--- src/rtl/data_mem_responder.sv ---
// data_mem_responder
// Memory-side responder for the datapath load/store port. Accepts one request
// at a time and answers after WAIT_STATES extra cycles. Requests hit a word RAM
// (byte addresses 0 .. DEPTH_WORDS*4-1), an LED register at MMIO_BASE or a
// free-running cycle counter at MMIO_BASE+4. Misaligned or unmapped addresses
// answer with err=1 and have no side effects.
//
// Ports:
//   clk      clock, all state changes on its rising edge
//   reset    synchronous active-high reset
//   req      request strobe, sampled only in IDLE
//   we       1 = store, 0 = load (sampled with req)
//   addr     byte address (sampled with req)
//   wdata    store data (sampled with req)
//   rdata    load data, valid while ready=1, otherwise 0
//   ready    one-cycle response pulse
//   err      transaction error, valid while ready=1, otherwise 0
//   led_out  current LED register value
//
// state  | meaning
// IDLE   | waiting for req; accepts and latches the request
// WAIT   | counting down wait states for the latched request
// RESP   | ready pulse; a store commits on the edge leaving this state
module data_mem_responder #(
    parameter int          DEPTH_WORDS = 64,
    parameter int          WAIT_STATES = 1,
    parameter logic [31:0] MMIO_BASE   = 32'hFFFF_0000
) (
    input  logic        clk,
    input  logic        reset,
    input  logic        req,
    input  logic        we,
    input  logic [31:0] addr,
    input  logic [31:0] wdata,
    output logic [31:0] rdata,
    output logic        ready,
    output logic        err,
    output logic [7:0]  led_out
);

    localparam int          IDX_W     = (DEPTH_WORDS > 1) ? $clog2(DEPTH_WORDS) : 1;
    localparam logic [31:0] RAM_BYTES = 32'(DEPTH_WORDS * 4);
    localparam logic [31:0] CNT_ADDR  = MMIO_BASE + 32'd4;
    localparam logic [3:0]  WAIT_LOAD = (WAIT_STATES == 0) ? 4'd0 : 4'(WAIT_STATES - 1);

    localparam logic [1:0] S_IDLE = 2'd0;
    localparam logic [1:0] S_WAIT = 2'd1;
    localparam logic [1:0] S_RESP = 2'd2;

    logic [1:0]  state_q,     state_d;
    logic [3:0]  wait_cnt_q,  wait_cnt_d;
    logic [31:0] addr_q,      addr_d;
    logic        we_q,        we_d;
    logic [31:0] wdata_q,     wdata_d;
    logic [31:0] snap_q,      snap_d;
    logic [31:0] cycle_cnt_q, cycle_cnt_d;
    logic [7:0]  led_q,       led_d;
    logic [31:0] rdata_q,     rdata_d;
    logic        err_q,       err_d;
    logic        ready_q,     ready_d;

    logic [31:0] mem_q [DEPTH_WORDS];

    logic             in_idle;
    logic [31:0]      src_addr;
    logic             src_we;
    logic [31:0]      src_snap;
    logic [IDX_W-1:0] ram_idx;
    logic             misaligned, hit_ram, hit_led, hit_cnt;
    logic             dec_err;
    logic [31:0]      dec_rdata;
    logic             go_resp;
    logic             ram_we;

    // The response is registered on the edge entering RESP. With zero wait
    // states that edge is the acceptance edge itself, so decode looks at the
    // live request in IDLE and at the latched request otherwise.
    always_comb begin
        in_idle  = (state_q == S_IDLE);
        src_addr = in_idle ? addr : addr_q;
        src_we   = in_idle ? we : we_q;
        src_snap = in_idle ? cycle_cnt_q : snap_q;
        ram_idx  = src_addr[IDX_W+1:2];

        misaligned = (src_addr[1:0] != 2'b00);
        hit_ram    = !misaligned && (src_addr < RAM_BYTES);
        hit_led    = !misaligned && (src_addr == MMIO_BASE);
        hit_cnt    = !misaligned && (src_addr == CNT_ADDR);

        dec_err   = !(hit_ram || hit_led || hit_cnt);
        dec_rdata = 32'd0;
        if (hit_ram) begin
            dec_rdata = mem_q[ram_idx];
        end else if (hit_led) begin
            dec_rdata = {24'd0, led_q};
        end else if (hit_cnt) begin
            dec_rdata = src_snap;
        end
    end

    always_comb begin
        state_d     = state_q;
        wait_cnt_d  = wait_cnt_q;
        addr_d      = addr_q;
        we_d        = we_q;
        wdata_d     = wdata_q;
        snap_d      = snap_q;
        cycle_cnt_d = cycle_cnt_q + 32'd1;
        led_d       = led_q;
        go_resp     = 1'b0;
        ram_we      = 1'b0;

        case (state_q)
            S_IDLE: begin
                if (req) begin
                    addr_d     = addr;
                    we_d       = we;
                    wdata_d    = wdata;
                    snap_d     = cycle_cnt_q;
                    wait_cnt_d = WAIT_LOAD;
                    if (WAIT_STATES == 0) begin
                        state_d = S_RESP;
                        go_resp = 1'b1;
                    end else begin
                        state_d = S_WAIT;
                    end
                end
            end
            S_WAIT: begin
                if (wait_cnt_q == 4'd0) begin
                    state_d = S_RESP;
                    go_resp = 1'b1;
                end else begin
                    wait_cnt_d = wait_cnt_q - 4'd1;
                end
            end
            S_RESP: begin
                state_d = S_IDLE;
                if (we_q && hit_ram) begin
                    ram_we = !reset;
                end
                if (we_q && hit_led) begin
                    led_d = wdata_q[7:0];
                end
            end
            default: state_d = S_IDLE;
        endcase

        ready_d = go_resp;
        err_d   = go_resp && dec_err;
        rdata_d = (go_resp && !src_we) ? dec_rdata : 32'd0;
    end

    always_ff @(posedge clk) begin
        if (reset) begin
            state_q     <= S_IDLE;
            wait_cnt_q  <= 4'd0;
            addr_q      <= 32'd0;
            we_q        <= 1'b0;
            wdata_q     <= 32'd0;
            snap_q      <= 32'd0;
            cycle_cnt_q <= 32'd0;
            led_q       <= 8'd0;
            rdata_q     <= 32'd0;
            err_q       <= 1'b0;
            ready_q     <= 1'b0;
        end else begin
            state_q     <= state_d;
            wait_cnt_q  <= wait_cnt_d;
            addr_q      <= addr_d;
            we_q        <= we_d;
            wdata_q     <= wdata_d;
            snap_q      <= snap_d;
            cycle_cnt_q <= cycle_cnt_d;
            led_q       <= led_d;
            rdata_q     <= rdata_d;
            err_q       <= err_d;
            ready_q     <= ready_d;
        end
    end

    // RAM contents are deliberately not reset.
    always_ff @(posedge clk) begin
        if (ram_we) begin
            mem_q[ram_idx] <= wdata_q;
        end
    end

    assign rdata   = rdata_q;
    assign err     = err_q;
    assign ready   = ready_q;
    assign led_out = led_q;

endmodule

--- config.mk ---
export PLATFORM = sky130hd
export DESIGN_NAME = data_mem_responder
export DESIGN_NICKNAME = d
export VERILOG_FILES = /design/src/rtl/data_mem_responder.sv
export SDC_FILE = /design/constraint.sdc
export NUM_CORES = 2
export LEC_CHECK = 0
export CAP_MARGIN = 5
export CORE_MARGIN = 10
export CORE_UTILIZATION = 55
export DETAILED_ROUTE_END_ITERATION = 10
export PLACE_DENSITY = 0.76
export SYNTH_ARGS = -nofsm -noshare
export SYNTH_HDL_FRONTEND = slang
export SYNTH_SLANG_ARGS = --single-unit
--- constraint.sdc ---
create_clock -name clk -period 5.8 [get_ports clk]
set_clock_uncertainty 0.15 [all_clocks]
set_input_delay 1.16 -clock clk [delete_from_list [all_inputs] [get_ports clk]]
set_output_delay 1.16 -clock clk [all_outputs]
set_load 0.01 [all_outputs]
==> results.toml <==
[global_routing]
grt_pass1_wl_mm = 380
met1_usage = 0.396
grt_pass1_vias = 51700
grt.total_usage = 0.306
antenna_found_initial = 8
busiest_layer = "met2"
use_met3 = 0.102
globalRouteOverflowTotal = 0
grt_max_degree = 126
met2_usage = 0.447

[status]
status = "completed"

[layout]
final_nets = 5539
fin_area_um2 = 97600
register_area_um2 = 65100
syn2layout_area_growth_pct = 14.1
layout-drive-gt1-share = 0.165
multi_input_area_um2 = 19600
fillers = 10100

[sta]
final_max_slew_viol_count = 0
tightest_slew_ns = 1.37
finalCriticalPeriod_ns = 5.34
max_clock_freq_ghz = 0.187
finalCritPeriodShare = 0.921
fin_ws_ns = 0.457
hold_viol = 0
max_slew_margin = 0.0858
rsz0062_at_grt = "no"
setup_viol = 0

[placed_design]
port_buffers = 109
dp_hpwl_mm = 150
placed_cell_area_um2 = 90600
gp_congestion = 0.896
dp_slack_ns = 0.338

[setup_path]
r2r_start = "state_q[0]"
endpoint_kind = "register"
path_cells = "or2_1 > nand3_1 > o21ai_4 > buf_4 > buf_4 > a32oi_1 > a32oi_1 > o311ai_0 > nor4_2 > o22ai_1"
ff2ff_path_depth = 10
cpMaxStageDelayCell = "nor4_2"
regToRegEndpoint = "rdata[23]"
critical_path.top_delay_family = "simple AND/OR/NAND/NOR gates"
critPathKind = "register to register"
required_ns = 6.33
crit_buf_inv = 2
crit_fanout = 36
crit_arrival_ns = 5.87
ff2ff_setup_slack_ns = 0.46
worstSetupStartpointType = "register"
slowest_delay_ns = 1.00

[synthesis]
synth-async-reset-ratio = 0
synth_edf_count = 2048
ys.flop_type = "edfxtp_1"
synth_seq_cells = 2225
yosysWarnings = 0
synth.avg_cell_area_um2 = 16.4
synth.distinct_cells = 66
syn_area_um2 = 85600
synth_seq_area_share = 0.760
syn-instance-count = 5233
syn_nets = 5303

[clock_tree]
numCtsBuffers = 208
hold_buffers = 0
cts_max_path_buffers = 3
insertion_delay_ns = 0.85
cts_root_buf = "clkbuf_16"
cts-resized-gates = 0
h-tree-depth = 4
postCtsSetupRepairBufs = 0
clk_pin_slew_worst_paths_ns = 0.06
cts_sinks = 2225
cts_tree = "done"

[drt]
wl_mm = 269
drc_errors = 0
vias = 53600
drt_first_pass_iters = 9
vias_per_cell = 6.96
wl_per_cell_um = 34.9
drt_iter0_drc = 10600
ant_nets = 0

[floorplanning]
fp-row-count = 144
initial_utilization = 0.554
die_w_um = 414
dieArea_um2 = 172000
io_pins = 110
die_h_um = 414
core-area_um2 = 154000

[worst_hold_path]
min_path_cells = 2
whs_endpoint = "snap_q[11]"
worstHoldPathType = "register to register"
min_from = "snap_q[11]"

[pwr]
leakagePower_nw = 32.6
power_density_nw_per_um2 = 352
ir_worst_vdd_uv = 318

[flow_run]
maxCapViolations = 0
[how the worst max path moves through the flow]
stage	end	depth (start not counted)	from
finish	rdata[23]	10	state_q[0]
detailed placement	rdata[29]	10	addr[6]
global placement	rdata[23]	10	addr[3]
global route	rdata[23]	10	state_q[1]
CTS	rdata[29]	10	state_q[0]
floorplan	mem_q[15][0]	10	addr[2]
[cell usage in the layout, fill, tap and decap left out, types with 15 or more instances in the layout]
cell type and n:
a211oi_1 27, a21oi_1 318, a221oi_1 142, a22oi_1 82, a31oi_1 60, a32oi_1 16
and3_1 40, buf_12 34, buf_4 211, bufinv_16 21, clkbuf_1 44, clkbuf_16 215
clkbuf_8 19, clkdlybuf4s50_1 108, clkinv_1 32, clkinv_2 42, dfxtp_1 150, dfxtp_2 27
edfxtp_1 2048, mux2i_1 187, mux4_2 237, nand2_1 840, nand2b_1 15, nand3_1 174
nand4_1 43, nor2_1 93, nor2_4 69, nor3_1 26, nor4_1 15, o2111ai_1 23
o21ai_0 89, o22ai_1 23, xor2_1 19
[per-stage QoR]
stage / TNS, ns / hold WS, ns / power [mW] / cells / util
finish: 0 / 0.304 / 34.3 / 7702 / 0.632
global route: 0 / 0.317 / 35.1 / 7696 / 0.632
CTS: 0 / 0.304 / 34.2 / 7695 / 0.632
detailed placement: 0 / 0.296 / 20.6 / 7302 / 0.587
global placement: -0.0208 / 0.291 / 20.5 / 7302 / 0.587
floorplan: 0 / 0.283 / 19.6 / 5233 / -
[registers in the layout, indices dropped and copies added, names as in the netlist]
| signal | cells |
|---|---|
| mem_q | 2048 |
| addr_q | 32 |
| cycle_cnt_q | 32 |
| rdata | 32 |
| snap_q | 32 |
| wdata_q | 32 |
| led_out | 8 |
| wait_cnt_q | 4 |
| state_q | 2 |
| err | 1 |
| ready | 1 |
| we_q | 1 |
[power by group]
part	switching (mW)	internal (mW)	leakage, nW
Sequential	0.232	17.6	21.1
Combinational	1.72	0.845	8.07
Clock	5.99	7.97	3.42
[cells by family (layout without fill, tap and decap cells)]
| kind of cell | after synthesis | count (layout) | synth area share |
|---|---|---|---|
| adder cells (fa/ha/maj) | 2 | 2 | 0.000292 |
| multiplexers | 433 | 433 | 0.0854 |
| buffers and inverters | 334 | 753 | 0.0186 |
| flip-flops | 2225 | 2225 | 0.760 |
| other | 0 | 6 | 0 |
| AO/OA/AOI/OAI | 857 | 857 | 0.0659 |
| XOR/XNOR | 26 | 26 | 0.00266 |
| AND/OR/NAND/NOR | 1356 | 1356 | 0.0673 |
[Yosys cell counts, drive strengths merged (5+ instances only)]
master,n,area share
a211oi,27,0.0024
a21oi,318,0.019
a221o,9,0.0011
a221oi,142,0.015
a22o,8,0.00082
a22oi,82,0.0072
a311oi,8,0.00082
a31oi,60,0.0044
a32o,9,0.0011
a32oi,16,0.0016
and2,5,0.00037
and3,40,0.0029
buf,155,0.011
clkbuf,174,0.0076
dfxtp,177,0.041
edfxtp,2048,0.72
inv,5,0.00022
mux2,5,0.00066
mux2i,191,0.022
mux4,237,0.062
nand2,846,0.037
nand2b,16,0.0012
nand3,174,0.010
nand4,43,0.0031
nor2,165,0.0075
nor3,27,0.0017
nor4,16,0.0012
o2111ai,23,0.0024
o211ai,9,0.00079
o21ai,95,0.0056
o221ai,6,0.00061
o22ai,23,0.0017
o311ai,5,0.00051
or3,8,0.00058
xnor2,7,0.00072
xor2,19,0.0019
[per-layer routing]
layer	wire (µm)	vias to the layer above
met3	44100	1004
met1	87800	26400
met5	28	-
li1	-	21100
met2	117000	5092
met4	19800	4
[final cells by class]
cell class | instances | area share
flip-flops and latches | 2225 | 0.667
multi-input cells | 2674 | 0.201
clock buffers | 278 | 0.0595
repair buffers | 355 | 0.0345
well taps | 2044 | 0.0262
clock inverters | 115 | 0.0122
inverters | 5 | 0.000192
diodes | 6 | 0.000154
[tightest hold or removal path: cells and delay by family (launching register included)]
kind / cells / cell delay (ns)
compound gates: 1 / 0.05
simple gates: 1 / 0.05
flops: 1 / 0.31
Power figures use the tool's default switching activity.
